===== src/rtl/seg_scan.sv =====
// rtl/seg_scan.sv - six-digit 7-segment scanner with per-frame latch and blanking gap
//
// Purpose: time-multiplexes six 7-segment patterns (digit 1 = rightmost) onto a
// shared segment bus with six digit enables. Each digit slot starts with a
// blanking gap to suppress ghosting. All six patterns are latched once per frame.
//
// Ports:
//   mclk        system clock
//   rst         asynchronous, active-high reset
//   en          scan enable; 0 holds the scan at slot 0 with outputs off
//   seg_in1..6  segment patterns, bit=1 lit; seg_in1 is the rightmost digit
//   dp_mask     decimal points, bit k lights the DP of digit k+1
//   seg_out     shared segment bus (registered)
//   dp_out      shared decimal-point line (registered)
//   dig_out     digit enables, bit k drives digit k+1 (registered)
//   frame_tick  one-cycle pulse on the cycle after the frame capture

module seg_scan #(
  parameter int SCAN_DIV   = 1000,
  parameter int BLANK_CYC  = 50,
  parameter int ACTIVE_LOW = 1
) (
  input  logic       mclk,
  input  logic       rst,
  input  logic       en,
  input  logic [6:0] seg_in1,
  input  logic [6:0] seg_in2,
  input  logic [6:0] seg_in3,
  input  logic [6:0] seg_in4,
  input  logic [6:0] seg_in5,
  input  logic [6:0] seg_in6,
  input  logic [5:0] dp_mask,
  output logic [6:0] seg_out,
  output logic       dp_out,
  output logic [5:0] dig_out,
  output logic       frame_tick
);

  localparam int CW_DIV = $clog2(SCAN_DIV);
  localparam int CW_BLK = $clog2(BLANK_CYC + 1);
  localparam int CW     = (CW_DIV > CW_BLK) ? CW_DIV : CW_BLK;

  localparam logic [CW-1:0] CYC_LAST = CW'(SCAN_DIV - 1);
  localparam logic [CW-1:0] BLANK_V  = CW'(BLANK_CYC);
  localparam logic          INV      = (ACTIVE_LOW != 0);

  logic [CW-1:0] cyc;
  logic [2:0]    slot;
  logic [6:0]    sh1, sh2, sh3, sh4, sh5, sh6;
  logic [5:0]    sh_dp;

  logic [6:0]    nsh1, nsh2, nsh3, nsh4, nsh5, nsh6;
  logic [5:0]    nsh_dp;
  logic          capture;
  logic          blank;
  logic          lit;
  logic [6:0]    pat;
  logic          dpb;
  logic [5:0]    onehot;
  logic [6:0]    seg_n;
  logic          dp_n;
  logic [5:0]    dig_n;

  assign capture = en && (slot == 3'd0) && (cyc == '0);

  always_comb begin
    // Shadow contents as they will be after this edge; lets slot 0 show the
    // freshly captured pattern even when there is no blank phase.
    nsh1   = sh1;
    nsh2   = sh2;
    nsh3   = sh3;
    nsh4   = sh4;
    nsh5   = sh5;
    nsh6   = sh6;
    nsh_dp = sh_dp;
    if (capture) begin
      nsh1   = seg_in1;
      nsh2   = seg_in2;
      nsh3   = seg_in3;
      nsh4   = seg_in4;
      nsh5   = seg_in5;
      nsh6   = seg_in6;
      nsh_dp = dp_mask;
    end

    pat    = '0;
    dpb    = 1'b0;
    onehot = '0;
    case (slot)
      3'd0:    begin pat = nsh1; dpb = nsh_dp[0]; onehot = 6'b000001; end
      3'd1:    begin pat = nsh2; dpb = nsh_dp[1]; onehot = 6'b000010; end
      3'd2:    begin pat = nsh3; dpb = nsh_dp[2]; onehot = 6'b000100; end
      3'd3:    begin pat = nsh4; dpb = nsh_dp[3]; onehot = 6'b001000; end
      3'd4:    begin pat = nsh5; dpb = nsh_dp[4]; onehot = 6'b010000; end
      3'd5:    begin pat = nsh6; dpb = nsh_dp[5]; onehot = 6'b100000; end
      default: begin pat = '0;   dpb = 1'b0;      onehot = 6'b000000; end
    endcase

    blank = (BLANK_CYC > 0) && (cyc < BLANK_V);
    lit   = en && !blank;

    seg_n = (lit ? pat    : 7'h00) ^ {7{INV}};
    dp_n  = (lit ? dpb    : 1'b0)  ^ INV;
    dig_n = (lit ? onehot : 6'h00) ^ {6{INV}};
  end

  always_ff @(posedge mclk or posedge rst) begin
    if (rst) begin
      cyc  <= '0;
      slot <= 3'd0;
    end else if (!en) begin
      cyc  <= '0;
      slot <= 3'd0;
    end else if (cyc == CYC_LAST) begin
      cyc  <= '0;
      slot <= (slot == 3'd5) ? 3'd0 : 3'(slot + 3'd1);
    end else begin
      cyc  <= cyc + CW'(1);
    end
  end

  always_ff @(posedge mclk or posedge rst) begin
    if (rst) begin
      sh1   <= '0;
      sh2   <= '0;
      sh3   <= '0;
      sh4   <= '0;
      sh5   <= '0;
      sh6   <= '0;
      sh_dp <= '0;
    end else begin
      sh1   <= nsh1;
      sh2   <= nsh2;
      sh3   <= nsh3;
      sh4   <= nsh4;
      sh5   <= nsh5;
      sh6   <= nsh6;
      sh_dp <= nsh_dp;
    end
  end

  always_ff @(posedge mclk or posedge rst) begin
    if (rst) begin
      seg_out    <= {7{INV}};
      dp_out     <= INV;
      dig_out    <= {6{INV}};
      frame_tick <= 1'b0;
    end else begin
      seg_out    <= seg_n;
      dp_out     <= dp_n;
      dig_out    <= dig_n;
      frame_tick <= capture;
    end
  end

endmodule


===== config.mk =====
export PLATFORM = sky130hd
export DESIGN_NAME = seg_scan
export DESIGN_NICKNAME = d
export VERILOG_FILES = /design/src/rtl/seg_scan.sv
export SDC_FILE = /design/constraint.sdc
export NUM_CORES = 1
export LEC_CHECK = 0
export ABC_AREA = 1
export CAP_MARGIN = 30
export CORE_ASPECT_RATIO = 1.25
export CORE_MARGIN = 4
export CORE_UTILIZATION = 58
export CTS_CLUSTER_SIZE = 14
export DETAILED_ROUTE_END_ITERATION = 8
export PLACE_DENSITY = 0.86
export SYNTH_ARGS = -nofsm -noshare
export SYNTH_HDL_FRONTEND = slang
export SYNTH_SLANG_ARGS = --single-unit

===== constraint.sdc =====
create_clock -name mclk -period 4 [get_ports mclk]
set_input_delay 0.6 -clock mclk [delete_from_list [all_inputs] [get_ports mclk]]
set_output_delay 0.6 -clock mclk [all_outputs]
set_load 0.01 [all_outputs]

# Word level (Yosys, flattened, before mapping)
# Index checks and enable logic that the tools add are counted.
[classes] order_cmp=1 bitwise_logic=3 n_eq_ne=7 shift=0 n_reduce_logical=6 n_mul=0 div=0 addsub=2 n_mux=18
[op_table] operator="$mux W7" n=7
[op_table] operator="$pmux W7 S6" n=1
[op_table] operator="$pmux W6 S6" n=1
[op_table] operator="$mux W10" n=2
[op_table] operator="$mux W6" n=2
[op_table] operator="$add A10 B1 Y10 const B" n=1
[op_table] operator="$eq A10 B10 Y1 const B" n=1
[op_table] operator="$logic_not A10 Y1" n=1
[op_table] operator="$lt A10 B6 Y1 const B" n=1
[op_table] operator="$mux W3" n=3
[op_table] operator="$not A7 Y7" n=1
[op_table] operator="$eq A3 B2 Y1 const B" n=2
[op_table] operator="$eq A3 B3 Y1 const B" n=2
[op_table] operator="$not A6 Y6" n=1
[op_table] operator="$pmux W1 S6" n=1
[op_table] operator="$add A3 B1 Y3 const B" n=1
[op_table] operator="$eq A3 B1 Y1 const B" n=1
[op_table] operator="$logic_and A1 B1 Y1" n=3
[op_table] operator="$logic_not A3 Y1" n=1
[op_table] operator="$ne A2 B1 Y1 const B" n=1
[op_table] operator="$logic_not A1 Y1" n=1
[op_table] operator="$mux W1" n=1
[op_table] operator="$not A1 Y1" n=1
[word_totals] latchBits=0 out_inout_bits=15 ramBits=0 mem_count=0 wordCells=50 register_bits=76 inputBits=51 mem_bits_ro=0

# Depth between registers and ports, before layout
[logic_depth] ltp_word=7 mapped_depth=15 mapped_depth_nobuf=14

# Worst setup path after synthesis
# No wires, ideal clock.
[synth_timing] path_kind="flip-flop to flip-flop" startpoint="register cyc[0]" endpoint="register dp_out" t_arrival_ps=1489 period_less_slack_ps=1577 slack_ps=2423 setup_ps=88 path_buffers=1 t_required_ps=3912 path_stages_with_launch=15 cell_sequence="dfrtp_1 -> inv_1 -> ha_1 -> inv_1 -> nor2_1 -> nand2_1 -> nor2_4 -> nand2_4 -> buf_6 -> nand2_1 -> nand3_1 -> nand2_1 -> nor2_1 -> nand2_1 -> nand2_1"
[synth_via] elab_chain_len=6 word_cells_on_any_way=9 classes_between="order compare (1); mux (3); bitwise (1); reduce/logical (4)"
[synth_lines] item="start: declaration" line_no="47" source="logic [CW-1:0] cyc;"
[synth_lines] item="start signal: assignment" line_no="118" source="cyc <= cyc + CW'(1);"
[synth_lines] item="parallel branches: the longest is 4 deep, another holds $lt A10 B6 Y1"
[synth_lines] item="$mux W1 *" line_no="103" source="dp_n = (lit ? dpb : 1'b0) ^ INV;"
[synth_lines] item="$not A1 Y1 (no line) *"
[synth_lines] item="net dp_n" line_no="61" source="logic dp_n;"
[synth_lines] item="end signal: assignment" line_no="150" source="dp_out <= dp_n;"
[synth_lines] item="end: declaration" line_no="34" source="output logic dp_out,"
# Mark *: on every way through the listed nets, which the timed path passes.
# A chain may end at the register's enable or synchronous reset.

# Worst setup path after layout
[layout_timing] startpoint="input en" endpoint="register seg_out[5]"
[layout_via] elab_chain_len=6 word_cells_on_any_way=12 classes_between="mux (8); bitwise (1); reduce/logical (3)"
[layout_lines] item="start: declaration" line_no="25" source="input logic en,"
[layout_lines] item="$logic_and A1 B1 Y1 (2 in series)" line_no="64" source="assign capture = en && (slot == 3'd0) && (cyc == '0);"
[layout_lines] item="$mux W7" line_no="76" source="if (capture) begin"
[layout_lines] item="net nsh5[5]" line_no="52" source="logic [6:0] nsh1, nsh2, nsh3, nsh4, nsh5, nsh6;"
[layout_lines] item="$pmux W7 S6" line_no="89" source="case (slot)"
[layout_lines] item="$mux W7" line_no="102" source="seg_n = (lit ? pat : 7'h00) ^ {7{INV}};"
[layout_lines] item="$not A7 Y7 (no line)"
[layout_lines] item="net seg_n[5]" line_no="60" source="logic [6:0] seg_n;"
[layout_lines] item="end signal: assignment" line_no="144" source="seg_out <= {7{INV}};"
[layout_lines] item="end signal: assignment" line_no="149" source="seg_out <= seg_n;"
[layout_lines] item="end: declaration" line_no="33" source="output logic [6:0] seg_out,"
# The timed path passes the listed nets, and every way through them passes these cells.

==> metrics.md <==
| Metric | Value |
|---|---|
| Status | complete, no violations |
| Final Hold Vio Count | 0 |
| Synth Area in Adders | 0.941% |
| Num rows | 33 |
| Most common cell in the synthesized netlist | nand2_1 |
| Cell area power density | approximately 460 nW/um2 |
| Max Fanout on Critical Path | 33 |
| Asr flop ratio synth | 100% |
| Synthesized Nets | approximately 560 |
| Initial DRC count | 300 |
| Largest net degree at the start of global routing | 77 |
| Final period utilization | 61.5% |
| Synth Instances | 503 |
| Placeable Area | between 6000 and 7000 um2 |
| # IOs | 66 |
| Number of global-route vias before repair | around 3,400 |
| Post-synthesis simple-gate area fraction | 35.0% |
| Die ar. | 8280 um2 |
| Area of the mapped netlist | about 4000 um2 |
| IO buf count | 65 |
| Post-route ant nets | 0 |
| P&R area growth vs syn | 23.1% |
| PostCTS Resize Cnt | 0 |
| Max cap viols | 0 |
| XOR/XNOR Fraction of Synth Area | less than 1% |
| Initial antenna violation count | 0 |
| Die H | 101 um |
| Worst skew pair latency | around 0.36 ns |
| Post-CTS Repair Setup Buffers | 0 |
| Fmax | about 400 MHz |
| Post-synthesis compound-gate area fraction | 3.61% |
| TritonCTS Buffers | 9 |
| Hold Crit Depth | 2 |
| HP Class | reg -> reg |
| CTS tree | yes |
| GR Util All Layers | between 20 and 25% |
| Pre-Repair DR Iteration Count | 4 |
| Crit path DAT | roughly 2.8 ns |
| GRT Residual Overflow | 0 |
| Pwr Total | around 2300 uW |
| Area taken by multi-input logic gates | about 1600 um2 |
| Worst slew pin tran | about 0.95 ns |
| Critical path class | in -> reg |
| Layout Cells excl Fill | 660 |
| Final Wtd Congestion | 0.960 |
| CTS H-Tree Depth | 3 |
| Area leader, netlist | dfrtp_1 |
| CTS sink count | between 70 and 80 |
| RSZ-0062 raised after global routing | no |
| Post-synth EDFFs | 0 |
| Synth top area share | 38.9% |
| Fin worst setup slack | 1.54 ns |
| # DRC | 0 |
| Crit start category | input pin |
| Synth Flop Type | dfrtp_1 |
| Multiplexer share of the synthesized area | 0% |
| Yosys reg bits | between 70 and 80 |
| Share of layout cells above drive strength 1 | approximately a tenth |
| Synth warn | 0 |
| Vias/cell | 5.15 |
| WL per Instance | between 10 and 15 um |
| Dpl hpwl | roughly 6800 um |
| Synth cell types | 29 |
| First-pass GRT wire length | 15,600 um |
| Via count | 3,398 |
| Most common library cells after synthesis | nand2_1, inv_1, nand3_1 |
| Inserted Diodes | 0 |
| Clk root buf | clkbuf_8 |
| Worst Reg2Reg Path Length in Cells | 13 |
| Fillcell total | between 400 and 500 |
| Skew final | about 0.012 ns |
| Leakage | between 0.002 and 0.0025 uW |
| Syn Area/Cell | around 8 um2 |
| Worst vdd ir | 0.000301 V |
| Main combinational cell family by area after synthesis | simple AND/OR/NAND/NOR gates |
| Post-CTS Hold Buffers | 0 |
| Largest cells by area after synthesis | dfrtp_1, nand2_1, dfstp_2, inv_1, nand3_1 |
| Dpl cells | ~640 |
| Seq/Total Area, Yosys | between 40 and 50% |
| Slew Limit Fails | 0 |
| Data required, critical path | around 4.3 ns |
| Initial core utilization | approximately three fifths |
| Fin crit period | approximately 2.5 ns |
| Final nets | ~620 |
| Final setup vio count | 0 |
| CP endpoint kind | register |
| Final setup TNS | 0 ns |
| Bufs on Longest Clock Path | 2 |
| Place WS | 1.20 ns |
| Drt total wl | between 9000 and 10,000 um |
| Die Wd | just over 80 um |
| FF+latch area | around 1900 um2 |
| Normalized max-slew margin | 36.5% |
| Clock transition at the registers of the reported paths | roughly 0.08 ns |
## placed cells by master, fill, tap and decap left out, drive strengths merged
cell type and instances:
a21oi 5, a31oi 1, and2 40, buf 2, bufinv 3, clkbuf 9
clkdlybuf4s50 65, clkinv 6, dfrtp 62, dfstp 14, ha 3, inv 100
nand2 123, nand3 70, nand3b 16, nor2 32, nor3 3, o21ai 17
o41ai 1, xnor2 1
## critical path, stage by stage
cell             delay [ns]
clkdlybuf4s50_1        0.57
nand2_1                0.09
clkinv_1               0.05
nand2_2                0.05
nor2_4                 0.38
nand2_4                0.34
o21ai_1                0.28
nand2_1                0.08
nand2_1                0.13
inv_2                  0.05
nand2_1                0.06
nand2_1                0.04
## power breakdown
group / internal (uW) / total (uW) / switching, uW
logic: 239 / 576 / 337
registers: 934 / 986 / 51.8
clock network: 418 / 721 / 302
total: 1590 / 2280 / 691
## layout make-up
cell class | instances | area share, %
Clock buffer | 9 | 2.52
Clock inverter | 7 | 2.55
Inverter | 102 | 7.79
Multi-Input combinational cell | 312 | 32.3
Sequential cell | 76 | 39.1
Tap cell | 87 | 2.22
Timing Repair Buffer | 67 | 13.6
## flip-flops by register name, summed over array words and instances (netlist names)
register    cells
cyc            10
dig_out         6
dp_out          1
frame_tick      1
seg_out         7
sh1             7
sh2             7
sh3             7
sh4             7
sh5             7
sh6             7
sh_dp           6
slot            3
## layer usage
metal  vias to the layer above  GRT usage [%]  part of all wire, %  routed length (um)
li1                       1659              -                    -                   -
met3                        20           4.11                  6.4                 609
met4                         0           9.97                  2.1                 200
met5                         -              0                    0                   0
met2                       129           41.2                   51                4810
met1                      1590           31.7                   41                3900
## metrics by stage
step                utilization (%)  hold slack (ns)  instance area (um2)
global route                   74.4            0.498                 4910
detailed placement             70.6            0.458                 4660
CTS                            74.4            0.475                 4910
finish                         74.4            0.475                 4910
floorplan                         -            0.443                 3990
global placement               70.6            0.452                 4660
## cells by family (layout without fill, tap and decap cells)
| group | count (synthesis) | after routing |
|---|---|---|
| buf+inv | 115 | 185 |
| xor+xnor | 1 | 1 |
| simple gates | 284 | 284 |
| fa+ha+maj | 3 | 3 |
| flops | 76 | 76 |
| compound gates | 24 | 24 |
## final timing paths
path	startpoint	to	slack, ns
worst min-delay path	sh5[0]	sh5[0]	0.47
worst max register to register	cyc[0]	seg_out[5]	1.75
worst max-delay path	en	seg_out[5]	1.54
max in group asynchronous	rst	cyc[6]	2.53
worst min register to register	sh5[0]	sh5[0]	0.47
min in group asynchronous	rst	sh2[2]	0.82
No activity file was read; power rests on OpenSTA's default activity.
